### src/rtl/mem_arb_pkg.sv
// Shared types and constants for the main-memory arbiter.
// Covers the FSM states, the burst owner encoding and the line geometry.
package mem_arb_pkg;

  localparam int WORDS_PER_LINE = 8;
  // Byte-offset bits below the line address: word index plus 2 byte bits.
  localparam int LINE_OFF_W = $clog2(WORDS_PER_LINE) + 2;

  typedef enum logic [1:0] {
    ST_IDLE   = 2'd0,
    ST_ACCESS = 2'd1,
    ST_GAP    = 2'd2,
    ST_DONE   = 2'd3
  } state_t;

  typedef enum logic {
    OWN_I = 1'b0,
    OWN_D = 1'b1
  } owner_t;

endpackage

### src/rtl/main_mem_arbiter_rr_select.sv
// Two-requester round-robin pick with a last-granted register.
// On a tie the requester that did not own the previous burst wins.
module rr_select (
  input  logic clk,
  input  logic reset,
  input  logic i_req_i,
  input  logic d_req_i,
  input  logic upd_i,
  input  logic upd_owner_i,
  output logic win_o
);
  import mem_arb_pkg::*;

  owner_t last_q, last_d;

  always_ff @(posedge clk) begin
    if (reset) begin
      last_q <= OWN_I;
    end else begin
      last_q <= last_d;
    end
  end

  always_comb begin
    last_d = last_q;
    if (upd_i) begin
      last_d = upd_owner_i ? OWN_D : OWN_I;
    end
  end

  // win_o encodes owner_t: 1 selects the data requester.
  always_comb begin
    win_o = 1'b0;
    if (i_req_i && d_req_i) begin
      win_o = (last_q == OWN_I);
    end else begin
      win_o = d_req_i;
    end
  end

endmodule

### src/rtl/main_mem_arbiter.sv
// Arbitrates instruction and data L1 line bursts onto one main-memory port.
// A burst is one word per ACCESS, separated by a single-cycle GAP.
//
// state  | meaning
// IDLE   | no owner; arbitrate and latch line/owner/we on any request
// ACCESS | drive mm_re/mm_we for word_idx until mm_valid
// GAP    | one quiet cycle between words
// DONE   | pulse owner's done, record owner as last granted
module main_mem_arbiter #(
  parameter int WORDS_PER_LINE = 8,
  parameter int WORD_SIZE      = 32
) (
  input  logic                              clk,
  input  logic                              reset,
  input  logic                              i_req,
  input  logic [31:0]                       i_addr,
  output logic                              i_grant,
  output logic                              i_valid,
  output logic                              i_done,
  input  logic                              d_req,
  input  logic                              d_we,
  input  logic [31:0]                       d_addr,
  input  logic [WORD_SIZE-1:0]              d_wdata,
  output logic                              d_grant,
  output logic                              d_valid,
  output logic                              d_done,
  output logic [$clog2(WORDS_PER_LINE)-1:0] word_idx,
  output logic [WORD_SIZE-1:0]              rdata,
  output logic                              mm_re,
  output logic                              mm_we,
  output logic [29:0]                       mm_addr,
  output logic [WORD_SIZE-1:0]              mm_din,
  input  logic [WORD_SIZE-1:0]              mm_dout,
  input  logic                              mm_valid
);
  import mem_arb_pkg::*;

  localparam int IDX_W  = $clog2(WORDS_PER_LINE);
  localparam int OFF_W  = (WORDS_PER_LINE == mem_arb_pkg::WORDS_PER_LINE) ?
                          LINE_OFF_W : IDX_W + 2;
  localparam int LINE_W = 32 - OFF_W;
  localparam logic [IDX_W-1:0] LAST_IDX = IDX_W'(WORDS_PER_LINE - 1);

  state_t              state_q, state_d;
  owner_t              owner_q, owner_d;
  logic                we_q, we_d;
  logic [LINE_W-1:0]   line_q, line_d;
  logic [IDX_W-1:0]    idx_q, idx_d;
  logic                win;
  logic                unused_addr_bits;

  assign unused_addr_bits = ^{i_addr[OFF_W-1:0], d_addr[OFF_W-1:0]};

  rr_select u_rr_select (
    .clk         (clk),
    .reset       (reset),
    .i_req_i     (i_req),
    .d_req_i     (d_req),
    .upd_i       (state_q == ST_DONE),
    .upd_owner_i (owner_q == OWN_D),
    .win_o       (win)
  );

  always_ff @(posedge clk) begin
    if (reset) begin
      state_q <= ST_IDLE;
      owner_q <= OWN_I;
      we_q    <= 1'b0;
      line_q  <= '0;
      idx_q   <= '0;
    end else begin
      state_q <= state_d;
      owner_q <= owner_d;
      we_q    <= we_d;
      line_q  <= line_d;
      idx_q   <= idx_d;
    end
  end

  always_comb begin
    state_d  = state_q;
    owner_d  = owner_q;
    we_d     = we_q;
    line_d   = line_q;
    idx_d    = idx_q;
    i_grant  = 1'b0;
    d_grant  = 1'b0;
    i_valid  = 1'b0;
    d_valid  = 1'b0;
    i_done   = 1'b0;
    d_done   = 1'b0;
    mm_re    = 1'b0;
    mm_we    = 1'b0;
    mm_addr  = '0;
    mm_din   = '0;
    rdata    = '0;
    word_idx = idx_q;

    if (state_q != ST_IDLE) begin
      i_grant = (owner_q == OWN_I);
      d_grant = (owner_q == OWN_D);
    end

    case (state_q)
      ST_IDLE: begin
        if (i_req || d_req) begin
          owner_d = win ? OWN_D : OWN_I;
          we_d    = win && d_we;
          line_d  = win ? d_addr[31:OFF_W] : i_addr[31:OFF_W];
          idx_d   = '0;
          state_d = ST_ACCESS;
        end
      end
      ST_ACCESS: begin
        mm_re   = !we_q;
        mm_we   = we_q;
        mm_addr = {line_q, idx_q};
        mm_din  = we_q ? d_wdata : '0;
        if (mm_valid) begin
          i_valid = (owner_q == OWN_I);
          d_valid = (owner_q == OWN_D);
          rdata   = we_q ? '0 : mm_dout;
          if (idx_q == LAST_IDX) begin
            state_d = ST_DONE;
          end else begin
            idx_d   = idx_q + IDX_W'(1);
            state_d = ST_GAP;
          end
        end
      end
      ST_GAP: begin
        state_d = ST_ACCESS;
      end
      ST_DONE: begin
        i_done  = (owner_q == OWN_I);
        d_done  = (owner_q == OWN_D);
        idx_d   = '0;
        state_d = ST_IDLE;
      end
      default: begin
        state_d = ST_IDLE;
      end
    endcase

    // Outputs read as zero for the whole reset assertion, not just after the edge.
    if (reset) begin
      i_grant  = 1'b0;
      d_grant  = 1'b0;
      i_valid  = 1'b0;
      d_valid  = 1'b0;
      i_done   = 1'b0;
      d_done   = 1'b0;
      mm_re    = 1'b0;
      mm_we    = 1'b0;
      mm_addr  = '0;
      mm_din   = '0;
      rdata    = '0;
      word_idx = '0;
    end
  end

  a_one_grant: assert property (@(posedge clk) !(i_grant && d_grant));
  a_re_we_excl: assert property (@(posedge clk) !(mm_re && mm_we));

endmodule

### config.mk
export PLATFORM = sky130hd
export DESIGN_NAME = main_mem_arbiter
export DESIGN_NICKNAME = d
export VERILOG_FILES = /design/src/rtl/mem_arb_pkg.sv /design/src/rtl/main_mem_arbiter_rr_select.sv /design/src/rtl/main_mem_arbiter.sv
export SDC_FILE = /design/constraint.sdc
export NUM_CORES = 1
export LEC_CHECK = 0
export ABC_AREA = 1
export BUFFER_PORTS_ARGS = -buffer_cell sky130_fd_sc_hd__buf_4
export CAP_MARGIN = 30
export CELL_PAD_IN_SITES_DETAIL_PLACEMENT = 2
export CELL_PAD_IN_SITES_GLOBAL_PLACEMENT = 2
export CORE_MARGIN = 2
export CORE_UTILIZATION = 16
export DETAILED_ROUTE_END_ITERATION = 10
export PLACE_DENSITY_LB_ADDON = 0.05
export SYNTH_ARGS = -nofsm -noshare
export SYNTH_HDL_FRONTEND = slang
export SYNTH_HIERARCHICAL = 1
export SYNTH_SLANG_ARGS = --single-unit
export TNS_END_PERCENT = 20
### constraint.sdc
create_clock -name clk -period 1.6 [get_ports clk]
set_clock_uncertainty 0.1 [all_clocks]
set_input_delay 0.08 -clock clk [delete_from_list [all_inputs] [get_ports clk]]
set_output_delay 0.08 -clock clk [all_outputs]
set_load 0.01 [all_outputs]
* Word-level counts from Yosys, hierarchy flattened
Index checks and enable logic that the tools add are counted.
** Storage, ports and cells
- Bits in registers :: 35
- Input port bits :: 134
- Logic and storage cells :: 66
- Output and inout bits :: 105
** Operators by class
- Bitwise logic cells :: 2
- Equality and inequality tests :: 7
- Multiplexer cells :: 40
- Add/subtract/negate cells :: 1
- Reduce and logical (&&, ||, !) cells :: 10
** Operators with widths (count)
- $mux W32 :: 7
- $mux W30 :: 2
- $mux W27 :: 1
- $mux W1 :: 22
- $mux W3 :: 4
- $pmux W3 S3 :: 1
- $pmux W2 S4 :: 1
- $ne A2 B2 Y1 const B :: 3
- $eq A2 B2 Y1 const B :: 2
- $mux W2 :: 2
- $reduce_and A2 Y1 :: 2
- $reduce_and A4 Y1 :: 1
- $add A3 B1 Y3 const B :: 1
- $eq A3 B3 Y1 const B :: 1
- $reduce_bool A3 Y1 :: 1
- $eq A2 B1 Y1 const B :: 1
- $logic_and A1 B1 Y1 :: 2
- $logic_not A2 Y1 :: 1
- $not A1 Y1 :: 2
- $reduce_bool A2 Y1 :: 1
- $logic_not A1 Y1 :: 1
- $logic_or A1 B1 Y1 :: 1

* Depth between registers and ports, before layout
- Depth in word-level cells :: 4
- Mapped depth :: 9
- Gate-level depth less buffers :: 8

* Cells and area by module
Netlist, hierarchy kept.
** By module, submodules not included
- main_mem_arbiter :: instances 1, cells an instance 477, area each 2553.7 sq um, sequential area each 680.7 sq um
- rr_select :: instances 1, cells an instance 8, area each 52.6 sq um, sequential area each 20.0 sq um

* Worst setup path before layout
OpenSTA, ideal clock, no wires.
- Kind :: register -> output
- From :: reg state_q[0]
- To :: out rdata[21]
- Setup slack :: 0.099 ns
- Required time :: 1.420 ns
- Arrival :: 1.321 ns
- Buffers on the path :: 1
- Stages on the path, launching flop included :: 10
- Path through :: dfxtp_1 > inv_2 > nor2_2 > inv_2 > nor2_4 > inv_2 > nor2_4 > nand2_2 > buf_6 > nor2_1
** Between the ends
- Longest elaborated chain between the ends :: 3
** RTL lines
- start: declaration :: line main_mem_arbiter.sv:44 : state_t state_q, state_d;
- start signal: assignment :: line main_mem_arbiter.sv:72 : state_q <= state_d;
- $eq A2 B1 Y1 :: line main_mem_arbiter.sv:104 : case (state_q)
- $mux W32 :: line main_mem_arbiter.sv:104
- $mux W32 :: line main_mem_arbiter.sv:146 : if (reset) begin
- end: declaration :: line main_mem_arbiter.sv:28 : output logic [WORD_SIZE-1:0] rdata,
Every way passes these cells.

* Worst setup path in the final report
- From :: reg state_q[0]
- To :: out rdata[6]
Same word-level chain as after synthesis.

==> metrics.md <==
| Metric | Value |
|---|---|
| Critical path buffers and inverters | `5` |
| Worst path slowest cell | `dfxtp_2` |
| Post-route DRC | `0` |
| Total die area | `between 15,000 and 20,000 um^2` |
| Avg Cell Area, Syn | `around 5.4 um^2` |
| Setup TNS | `-8.13 ns` |
| Leakage | `around 2.9 nW` |
| Internal power | `around 2.0 mW` |
| Via count | `3,703` |
| Placer Congestion | `~0.78` |
| Placed Area | `4600 um^2` |
| First-pass GRT wire length | `20,700 um` |
| Nets | `851` |
| Startpoint types | `register` |
| Num rows | `46` |
| Ranking of synthesized cells by area | `dfxtp_1 (27%), nor2_1 (22%), inv_1 (15%)` |
| Max_cap viols | `0` |
| Part of the power in the clock network | `roughly 32%` |
| YS warnings | `6` |
| Hold/Removal Path Class | `input port to register` |
| Total clock sinks | `35` |
| CTS tree | `done` |
| Clock tree buffer depth | `2` |
| Final ANT Viol Nets | `0` |
| WL final | `around 13,000 um` |
| Grt ovf | `0` |
| Syn Nets | `621` |
| Inserted Clock Buffers | `5` |
| Vias/cell | `3.97` |
| Sequential Power Share | `around a third` |
| CTS Root Cell | `clkbuf_16` |
| Core area | `15,900 um^2` |
| Critical Path RT | `1.42 ns` |
| FF+latch count, synth | `35` |
| Post-Synthesis Cell Area | `2610 um^2` |
| Final Cell Area | `5110 um^2` |
| Gate Count Post-Synth | `485` |
| Crit-path most repeated cell | `nor2_4` |
| Clock Latency Late Sink | `0.28 ns` |
| Final hold violation count | `0` |
| Met2 Use GR | `27.2%` |
| Wire per inst | `14.0 um` |
| # IOs | `between 200 and 250` |
| Rel. slew slack | `~63%` |
| Setup WS pre-CTS | `0.0422 ns` |
| Met3 Use GR | `roughly 3.8%` |
| Crit path max fanout | `8` |
| Status | `complete, but fails checks` |
| Layout cells sized above 1 | `43.2%` |
| Met1 usage | `17.3%` |
| PD cells | `slightly below 600 nW/um^2` |
| Count leader, synth | `nor2_1` |
| Buffers on Ports | `around 230` |
| Worst VDD drop | `0.365 mV` |
| Util after Layout | `32.2%` |
| Worst path cell trace | `inv_2, nor2_4, inv_2, nor2_4, inv_4, nor2_4, nand2_4, clkbuf_16, nor2_2, buf_4` |
| Global-route layer with the greatest usage | `met2` |
| Vert. Die Dim | `approximately 130 um` |
| Largest net degree at the start of global routing | `56` |
| Final Cycle Share | `111%` |
| Final min period | `1.78 ns` |
| Total GRT Usage | `14.7%` |
| Area leader, netlist | `dfxtp_1` |
| Number of global-route vias before repair | `3,850` |
| Asr flop ratio synth | `0%` |
| Crit Path Class | `register to output pin` |
| Worst-path clk slew | `about 0.060 ns` |
| Max Freq | `around 560 MHz` |
| EDFF count, synth | `0` |
| H-tree Lvls | `2` |
| Pins over their slew limit | `0` |
| Initial antenna violation count | `0` |
| Unique masters post-synth | `22` |
| Top cells by count, synth | `nor2_1 (150), inv_1 (104), nand2_1 (71)` |
| Switching Fraction | `32.0%` |
| Die X | `132 um` |
| HPWL after DPL | `10,200 um` |
| Area Overhead vs Synth | `96.0%` |
| Combinational share of power | `33.6%` |
| Initial Utilization | `16.4%` |
| Initial drt markers | `84` |
| CP Capture Type | `output pin` |
| Top_reg_cell synth | `dfxtp_1` |
| Min setup slack post-route | `-0.183 ns` |
| Antenna diode count | `0` |
| RSZ-0062 raised after global routing | `yes` |
| CP max stage delay | `0.33 ns` |
| Crit-path leading delay family | `simple AND/OR/NAND/NOR gates` |
| Violated checks | `negative setup slack` |
| CP Data Arrival Time | `approximately 1.6 ns` |
| Number of setup violations in the final report | `81` |
| Pre-antenna DRT Iters | `4` |
| Switch Pwr | `0.950 mW` |
| Synth top area share | `26.9%` |
| Sequential fraction of the synthesis area | `26.9%` |
| Worst Tran Pin Value | `between 0.5 and 0.6 ns` |
final timing paths:
path                                  from          to  slack [ns]  cells past startpoint
worst max-delay path            state_q[0]    rdata[6]       -0.18                     10
worst min-delay path              mm_valid  state_q[1]        0.01                      3
worst max register to register  state_q[1]  line_q[19]        0.07                      5
worst min register to register  line_q[25]  line_q[25]        0.41                      2
per-stage QoR:
stage,power [mW],hold slack (ns),instances
finish,2.97,0.0148,932
global route,3.19,0.0580,932
CTS,3.01,0.0178,930
detailed placement,1.97,0.234,915
global placement,1.93,0.240,915
floorplan,1.46,0.125,485
placed cells by master (no fill, tap or decap), drive strengths merged:
master,instances
a21oi,1
inv,108
dfxtp,35
clkbuf,7
nand2,72
dlygate4sd3,2
nand3,4
o21ai,56
or2,1
nor2,174
a21boi,1
clkinv,1
ha,2
nand4,1
clkinvlp,1
nor3,1
buf,247
o21bai,2
registers in the layout (all words and copies together) (netlist names):
register	cells
line_q	27
state_q	2
we_q	1
owner_q	1
idx_q	3
u_rr_select/last_q	1
worst reg2reg max path, cell delays in order, from the launching register on:
cell and delay (ns):
dfxtp_1 0.34, buf_4 0.17, nor3_4 0.27, inv_2 0.29, nor2_1 0.20, nor2_1 0.07
power by group through the flow:
stage | clock (mW) | sequential (mW) | combinational (mW)
floorplan | 0 | 1.02 | 0.437
global placement | 0 | 1.03 | 0.905
detailed placement | 0 | 1.03 | 0.937
CTS | 0.993 | 1.02 | 0.998
global route | 1.03 | 1.03 | 1.13
finish | 0.958 | 1.02 | 0.998
cell families after synthesis:
family | synth area share, %
simple gates | 39.8
buf+inv | 20.5
compound gates | 11.8
flops | 26.9
fa+ha+maj | 0.960
final cells by class:
type / instances / area [um^2]
fillers: 1975 / 10800
repair buffers: 250 / 2040
multi-input cells: 315 / 1540
flip-flops and latches: 35 / 702
inverters: 108 / 408
well taps: 216 / 270
clock buffers: 6 / 129
clock inverters: 2 / 12.5
metal layers:
metal / up-vias / part of all wire [%]
met4: 0 / 0.64
met5: - / 0
met2: 141 / 52
met3: 6 / 6.3
met1: 1706 / 41
li1: 1850 / -
timing repair:
| action | 4_1_cts | 5_1_grt |
|---|---|---|
| setup buffers | 3 | 1 |
| pin swaps | 2 | 3 |
| gates resized for setup | 40 | 26 |
| hold endpoints to repair | 2 | 0 |
| gates cloned | 2 | 1 |
| hold buffers | 2 | 0 |
| setup endpoints to repair | 94 | 118 |
No activity file was read; power rests on OpenSTA's default activity.
